--- config.mk ---
export PLATFORM = sky130hd
export DESIGN_NAME = fpu_seq
export DESIGN_NICKNAME = d
export VERILOG_FILES = /design/src/rtl/data_type_pkg.sv /design/src/rtl/fpu_seq_fifo.sv /design/src/rtl/fpu_seq.sv
export SDC_FILE = /design/constraint.sdc
export NUM_CORES = 1
export LEC_CHECK = 0
export CORE_MARGIN = 2
export CORE_UTILIZATION = 40
export DETAILED_ROUTE_END_ITERATION = 8
export PLACE_DENSITY_LB_ADDON = 0.12
export SETUP_SLACK_MARGIN = 0.4
export SYNTH_ARGS = -nofsm -noshare
export SYNTH_HDL_FRONTEND = slang
export SYNTH_HIERARCHICAL = 1
export SYNTH_SLANG_ARGS = --single-unit
--- constraint.sdc ---
create_clock -name clk_i -period 2.7 [get_ports clk_i]
set_clock_uncertainty 0.15 [all_clocks]
set_input_delay 0.405 -clock clk_i [delete_from_list [all_inputs] [get_ports clk_i]]
set_output_delay 0.405 -clock clk_i [all_outputs]
set_load 0.02 [all_outputs]
--- src/rtl/data_type_pkg.sv ---
// Shared datapath types: bfloat16 word, opcode and tag widths, FPU opcodes, response entry.
// Latency: none, declarations only.
// Backpressure: none, declarations only.
package data_type_pkg;

  localparam int BF16_W = 16;
  localparam int OP_W   = 4;
  localparam int TAG_W  = 4;

  typedef logic [BF16_W-1:0] bf16_t;
  typedef logic [OP_W-1:0]   op_t;
  typedef logic [TAG_W-1:0]  tag_t;

  localparam op_t OP_ADD = 4'd0;
  localparam op_t OP_MUL = 4'd1;

  // One queued response: result word, overflow flag and the command's tag.
  typedef struct packed {
    bf16_t data;
    logic  ovf;
    tag_t  tag;
  } rsp_t;

endpackage

--- src/rtl/fpu_seq_fifo.sv ---
// Response queue: DEPTH-entry FIFO of W-bit words with an occupancy count.
// Latency: a pushed word is visible at data_o the cycle after the push.
// Backpressure: none internally; the writer must not push while full without a pop.
module fpu_seq_fifo #(
  parameter int DEPTH = 2,
  parameter int W     = 8
) (
  input  logic                   clk_i,
  input  logic                   rst_i,
  input  logic                   push_i,
  input  logic [W-1:0]           data_i,
  input  logic                   pop_i,
  output logic [W-1:0]           data_o,
  output logic                   empty_o,
  output logic [$clog2(DEPTH):0] count_o
);

  localparam int AW = $clog2(DEPTH);

  logic [W-1:0]  mem_q [DEPTH];
  logic [AW-1:0] wr_q, rd_q;
  logic [AW:0]   cnt_q;
  logic          pop_ok;

  assign pop_ok  = pop_i & (cnt_q != '0);
  assign data_o  = mem_q[rd_q];
  assign empty_o = (cnt_q == '0);
  assign count_o = cnt_q;

  // Storage needs no reset: entries are only read when counted as valid.
  always_ff @(posedge clk_i) begin
    if (push_i) mem_q[wr_q] <= data_i;
  end

  // Pointers and occupancy; push and pop together leave the count unchanged.
  always_ff @(posedge clk_i) begin
    if (rst_i) begin
      wr_q  <= '0;
      rd_q  <= '0;
      cnt_q <= '0;
    end else begin
      if (push_i) wr_q <= wr_q + AW'(1);
      if (pop_ok) rd_q <= rd_q + AW'(1);
      case ({push_i, pop_ok})
        2'b10:   cnt_q <= cnt_q + (AW+1)'(1);
        2'b01:   cnt_q <= cnt_q - (AW+1)'(1);
        default: cnt_q <= cnt_q;
      endcase
    end
  end

endmodule

--- src/rtl/fpu_seq.sv ---
// fpu_seq: registers bfloat16 commands into a combinational FPU and queues tagged results.
// Latency: 2 cycles from command acceptance to rsp_valid_o with an empty queue.
// Backpressure: cmd_ready_o drops when queued plus in-flight results would fill the queue.
module fpu_seq
  import data_type_pkg::*;
#(
  parameter int RSP_DEPTH = 2
) (
  input  logic              clk_i,
  input  logic              rst_i,
  input  logic              cmd_valid_i,
  output logic              cmd_ready_o,
  input  logic [OP_W-1:0]   cmd_op_i,
  input  logic [BF16_W-1:0] cmd_a_i,
  input  logic [BF16_W-1:0] cmd_b_i,
  input  logic              cmd_chain_i,
  input  logic [TAG_W-1:0]  cmd_tag_i,
  output logic [OP_W-1:0]   fpu_op_o,
  output logic [BF16_W-1:0] fpu_in1_o,
  output logic [BF16_W-1:0] fpu_in2_o,
  input  logic [BF16_W-1:0] fpu_out_i,
  input  logic              fpu_overflow_i,
  output logic              rsp_valid_o,
  input  logic              rsp_ready_i,
  output logic [BF16_W-1:0] rsp_data_o,
  output logic              rsp_overflow_o,
  output logic [TAG_W-1:0]  rsp_tag_o,
  input  logic              cnt_clr_i,
  output logic [7:0]        ovf_cnt_o
);

  localparam int          CW      = $clog2(RSP_DEPTH) + 1;
  localparam logic [CW:0] DEPTH_L = (CW+1)'(RSP_DEPTH);

  logic              iss_vld_q, iss_vld_d;
  logic [TAG_W-1:0]  iss_tag_q, iss_tag_d;
  logic [OP_W-1:0]   op_q, op_d;
  logic [BF16_W-1:0] in1_q, in1_d, in2_q, in2_d, last_q, last_d;
  logic [7:0]        ovf_cnt_q, ovf_cnt_d;
  logic [CW-1:0]     fifo_cnt;
  logic [CW:0]       occ;
  logic              fifo_empty, accept;
  rsp_t              fifo_in, fifo_out;

  // Reserve a queue slot for the in-flight result, so a capture can never overflow.
  assign occ         = {1'b0, fifo_cnt} + {{CW{1'b0}}, iss_vld_q};
  assign cmd_ready_o = (occ < DEPTH_L);
  assign accept      = cmd_valid_i & cmd_ready_o;

  // Next state: issue registers, chained-operand select, last result, overflow counter.
  always_comb begin
    iss_vld_d = accept;
    iss_tag_d = iss_tag_q;
    op_d      = op_q;
    in1_d     = in1_q;
    in2_d     = in2_q;
    last_d    = last_q;
    ovf_cnt_d = ovf_cnt_q;
    if (accept) begin
      iss_tag_d = cmd_tag_i;
      op_d      = cmd_op_i;
      in2_d     = cmd_b_i;
      // A back-to-back chain takes the result still on the FPU outputs.
      if (cmd_chain_i) in1_d = iss_vld_q ? fpu_out_i : last_q;
      else             in1_d = cmd_a_i;
    end
    if (iss_vld_q) last_d = fpu_out_i;
    if (cnt_clr_i) begin
      ovf_cnt_d = 8'd0;
    end else if (iss_vld_q && fpu_overflow_i && ovf_cnt_q != 8'hFF) begin
      ovf_cnt_d = ovf_cnt_q + 8'd1;
    end
  end

  // State registers; reset drops any in-flight command.
  always_ff @(posedge clk_i) begin
    if (rst_i) begin
      iss_vld_q <= 1'b0;
      iss_tag_q <= '0;
      op_q      <= '0;
      in1_q     <= '0;
      in2_q     <= '0;
      last_q    <= '0;
      ovf_cnt_q <= '0;
    end else begin
      iss_vld_q <= iss_vld_d;
      iss_tag_q <= iss_tag_d;
      op_q      <= op_d;
      in1_q     <= in1_d;
      in2_q     <= in2_d;
      last_q    <= last_d;
      ovf_cnt_q <= ovf_cnt_d;
    end
  end

  assign fifo_in = '{data: fpu_out_i, ovf: fpu_overflow_i, tag: iss_tag_q};

  fpu_seq_fifo #(
    .DEPTH (RSP_DEPTH),
    .W     ($bits(rsp_t))
  ) u_rsp_fifo (
    .clk_i   (clk_i),
    .rst_i   (rst_i),
    .push_i  (iss_vld_q),
    .data_i  (fifo_in),
    .pop_i   (rsp_valid_o & rsp_ready_i),
    .data_o  (fifo_out),
    .empty_o (fifo_empty),
    .count_o (fifo_cnt)
  );

  assign fpu_op_o       = op_q;
  assign fpu_in1_o      = in1_q;
  assign fpu_in2_o      = in2_q;
  assign rsp_valid_o    = ~fifo_empty;
  assign rsp_data_o     = fifo_out.data;
  assign rsp_overflow_o = fifo_out.ovf;
  assign rsp_tag_o      = fifo_out.tag;
  assign ovf_cnt_o      = ovf_cnt_q;

endmodule

# Yosys cells after proc, flatten, opt, wreduce, memory -nomap -nowiden
# Memory sizes are Yosys's and may differ from the RTL's. A register that Yosys moved wholly into a read port is not among the register bits.
# Cells that the tools add are included.
# word_totals
ff_bits	69
mem_bits_rw	42
input_bits	63
elab_cells	38
n_memories	1
# mem_list
memory	words	word_bits	rd	rd_clocked_by_memory_dff	write_ports	line_no	rtl
u_rsp_fifo.mem_q	2	21	1	1	1	fpu_seq_fifo.sv:20	logic [W-1:0] mem_q [DEPTH];
# classes
add_sub_neg	6
magnitude_cmp	1
n_eq_ne	3
mux	7
n_bitwise	4
n_reduce_logical	6
# op_table
op	n
$mux W16	2
$add A8 B1 Y8 const B	1
$ne A8 B8 Y1 const B	1
$mux W1	4
$pmux W2 S2	1
$reduce_bool A2 Y1	2
$add A2 B1 Y3	1
$and A1 B1 Y1	3
$lt A3 B2 Y1 const B	1
$add A1 B1 Y1 const B	2
$add A2 B1 Y2 const B	1
$eq A2 B1 Y1 const B	1
$eq A2 B2 Y1 const B	1
$logic_and A1 B1 Y1	2
$logic_not A2 Y1	1
$reduce_or A2 Y1	1
$sub A2 B1 Y2 const B	1
$not A1 Y1	1

# Longest topological paths before layout
# logic_depth
word_depth	6
mapped_depth	7
mapped_depth_nobuf	7

# Modules after synthesis
# The synthesis kept the hierarchy.
# modules_own_cells
module	n_inst	cells_per_inst	area_per_inst_um2
fpu_seq	1	310	2824.0
fpu_seq_fifo	1	87	1711.6

# Worst setup path after synthesis
# OpenSTA, ideal clock, no wires.
# synth_path
path_kind	register to register
start	register iss_vld_q
end	memory u_rsp_fifo/mem_q[0][0] (netlist name), enable pin
setup_time_ns	0.399
arrival_time_ns	1.416
slack_ns	0.735
path_stages_with_launch	3
n_path_buf	0
path_cell_list	dfxtp_1 > inv_1 > nor2_1
# synth_between
elab_chain_cells	2
# synth_lines
element	line_no	rtl
from (decl)	fpu_seq.sv:35	logic iss_vld_q, iss_vld_d;
from (signal assigned)	fpu_seq.sv:86	iss_vld_q <= iss_vld_d;
$mux W1	fpu_seq_fifo.sv:32	if (push_i) mem_q[wr_q] <= data_i;
$mux W1 (implied by the code)	fpu_seq_fifo.sv:32	
to (decl)	fpu_seq_fifo.sv:20	
# Every way passes these cells.

==> results.md <==
* Final setup violation count at 0
* Total Wirelength at 10.9 mm
* Nets at 580
* Met2 Wirelength at 4.88 mm
* Post-Syn Instances at 397
* Slew headroom at between 50% and 60%
* Worst-path clk slew at about 0.07 ns
* Layout cells sized above 1 at between 10% and 20%
* Buf/Inv on CP at 1
* DR vias at 3448
* Area contributors post-synth: dfxtp_1 (31%), edfxtp_1 (28%), mux2_2 (5.5%), mux2i_1 (4.0%), a21oi_1 (3.3%)
* Fmax at 0.457 GHz
* Outcome: completed
* Critical Path Stages at 2
* Root buffer cell: clkbuf_16
* Post_cts resized at 21
* Post-synth EDFFs at 42
* Worst vdd ir at 0.000465 V
* Final period util at 81.1%
* Core Rows at 38
* Critical path launch point type: flip-flop
* Ports at 130
* Die height at 110 um
* DR DRC count at 0
* Hold Crit Class: flip-flop to flip-flop
* Worst Max-Slew Pin Slew at around 0.66 ns
* Final Hold Vio Count at 0
* TritonRoute pass-1 iters at 7
* Initial antenna violation count at 0
* DR top layer: met4
* Vias per cell at about 5.2
* GRT Total Usage at 17.8%
* Mapped Area at 4540 um^2
* Inserted Clock Buffers at 9
* Max clock buf depth at 2
* Hpwl dp at a little over 7 mm
* Post-Layout Cell Count at between 600 and 700
* Post-Syn Nets at 462
* H-tree Lvls at 3
* Worst-Skew Late Latency at 0.34 ns
* Post-route cell area at 6190 um^2
* Crit. End Element: output port
* Post-CTS Repair Setup Buffers at 0
* Yosys warns at 6
* Fin util at 56.6%
* Cell taking the most area after synthesis: dfxtp_1
* Metal-1 WL at around 5.2 mm
* Hold_ws at 0.316 ns
* Post-synth top area share at between 30% and 40%
* Total of max-cap violations at 0
* DIE WIDTH at around 110 um
* Post-synthesis async set-or-reset flop share at 0%
* Hold path start: iss_tag_q[2]
* RSZ-0062 raised after global routing: no
* First-pass GRT wire length at 17.5 mm
* Worst path required time at roughly 2.1 ns
* Reg2Reg Depth at 5
* Leakage Power at 2.30 nW
* CTS sink cnt at around 110
* DR iter-0 viols at ~180
* Area Overhead vs Synth at 36.6%
* Largest net degree at the start of global routing at 42
* ANT cells at 0
* Power Density at just over 600 nW/um^2
* Met3 Wirelength at ~740 um
* CP top delay family: buffers and inverters
* Routed WL per cell at about 17 um
* Synthesized area per cell at approximately 11 um^2
* Routability cong. at about 0.77
* Worst hold path cell count at 0
* Ordered cell list for the critical path: mux2_2 -> clkdlybuf4s50_1
* Maximum single-stage delay on the critical path at about 0.54 ns
* Worst path arrival time at 1.63 ns
* TritonCTS clock tree: done
* Synth unique cells at between 40 and 50
* Placed instance count at 644
* Starting Density at about two fifths
* ANT nets after route at 0
* Setup tns final at 0 ns
* Seq/Total Area, Yosys at between 50% and 60%
* Final Max Tran Viols at 0
* DIE AREA at between 10000 and 15000 um^2
* Hold Buf Count CTS at 0
* Synth Register Bits at 112
* Synth Flop Type: dfxtp_1
* Count of input and output buffers at about 130
* Crit path max-delay cell type: clkdlybuf4s50_1
* CP Class: flip-flop to output port
* Remaining global-route overflow at 0
* Placed cell area at approximately 5900 um^2
* Reg2reg start: iss_vld_q
* CP Max Fanout at 3
* Vias in the first global route at ~3400
* Tmin final at between 2 and 2.5 ns
* Core area at about 11000 um^2
-- final cells by class --
class	count	area, um^2
Fill cell	931	4740
Sequential cell	112	2660
Multi-Input combinational cell	248	1700
Timing Repair Buffer	138	1340
Clock buffer	9	225
Tap cell	140	175
Clock inverter	7	70.1
Inverter	6	22.5
-- power by group --
| group | total [mW] | switching (mW) | internal (mW) |
|---|---|---|---|
| combinational | 0.605 | 0.316 | 0.289 |
| clock | 1.32 | 0.598 | 0.721 |
| sequential | 1.89 | 0.0383 | 1.85 |
| total | 3.81 | 0.952 | 2.86 |
-- logic make-up after synthesis --
logic type / share of synthesized area (%)
adder cells (fa/ha/maj): 0.552
buffers and inverters: 3.86
AO/OA/AOI/OAI: 17.0
multiplexers: 9.43
AND/OR/NAND/NOR: 9.66
flip-flops: 58.7
XOR/XNOR: 0.773
-- flip-flops by register name, indices dropped and copies added (netlist names), 2 cells and up, named ones only --
signal              flops
ovf_cnt_o               8
u_rsp_fifo/mem_q       42
iss_tag_q               4
fpu_in1_o              16
last_q                 16
fpu_op_o                4
u_rsp_fifo/count_o      2
fpu_in2_o              16
-- path summary, 6_finish.rpt --
| path | end | slack (ns) |
|---|---|---|
| min | u_rsp_fifo/mem_q[0][2] | 0.32 |
| max | rsp_tag_o[0] | 0.51 |
| min reg2reg | u_rsp_fifo/mem_q[0][2] | 0.32 |
| max reg2reg | u_rsp_fifo/count_o[1] | 0.78 |
-- metal layers --
metal / track usage (%) / vias to the layer above
li1: - / 1694
met1: 23.5 / 1656
met2: 27.4 / 89
met3: 6.70 / 9
met4: 5.08 / 0
met5: 0 / -
-- cells in the mapped netlist (all sizes together), types with 2 or more instances --
library cell	instances
edfxtp	42
a21oi	30
xnor2	3
ha	2
inv	6
nor2b	3
nor3	3
a21boi	15
dfxtp	70
nand3	27
or3	4
buf	11
clkbuf	20
mux2i	18
nand4	3
nand2	6
nor2	37
a2111oi	15
o21ba	15
mux2	22
o2111a	2
o21ai	29
and4	3
-- stage by stage --
step	power (mW)	setup WS, ns
after floorplan	2.24	0.735
after global placement	2.54	0.571
after detailed placement	2.55	0.502
after CTS	3.85	0.484
after global routing	3.97	0.417
final	3.81	0.511
-- worst register-to-register path: stages (launching register included) --
cell and delay (ns):
dfxtp_1 0.33, buf_4 0.33, inv_1 0.15, ha_1 0.35, or3_1 0.36, a21oi_1 0.17
-- placed cells by master, fill, tap and decap left out, types with 2 or more instances in the layout --
| cell type | instances |
|---|---|
| clkdlybuf4s50_1 | 109 |
| dfxtp_1 | 70 |
| edfxtp_1 | 42 |
| nor2_1 | 36 |
| a21oi_1 | 30 |
| o21ai_0 | 28 |
| nand3_1 | 27 |
| mux2_2 | 22 |
| dlygate4sd2_1 | 19 |
| mux2i_1 | 18 |
| a21boi_0 | 15 |
| o21ba_1 | 15 |
| a2111oi_1 | 9 |
| clkbuf_16 | 9 |
| buf_4 | 8 |
| nand2_1 | 6 |
| inv_1 | 5 |
| a2111oi_0 | 5 |
| or3_1 | 4 |
| nor2b_1 | 3 |
| nand4_1 | 3 |
| nor3_1 | 3 |
| xnor2_1 | 3 |
| and4_1 | 2 |
| o2111a_1 | 2 |
| ha_1 | 2 |
| inv_6 | 2 |
Power figures use the tool's default switching activity.
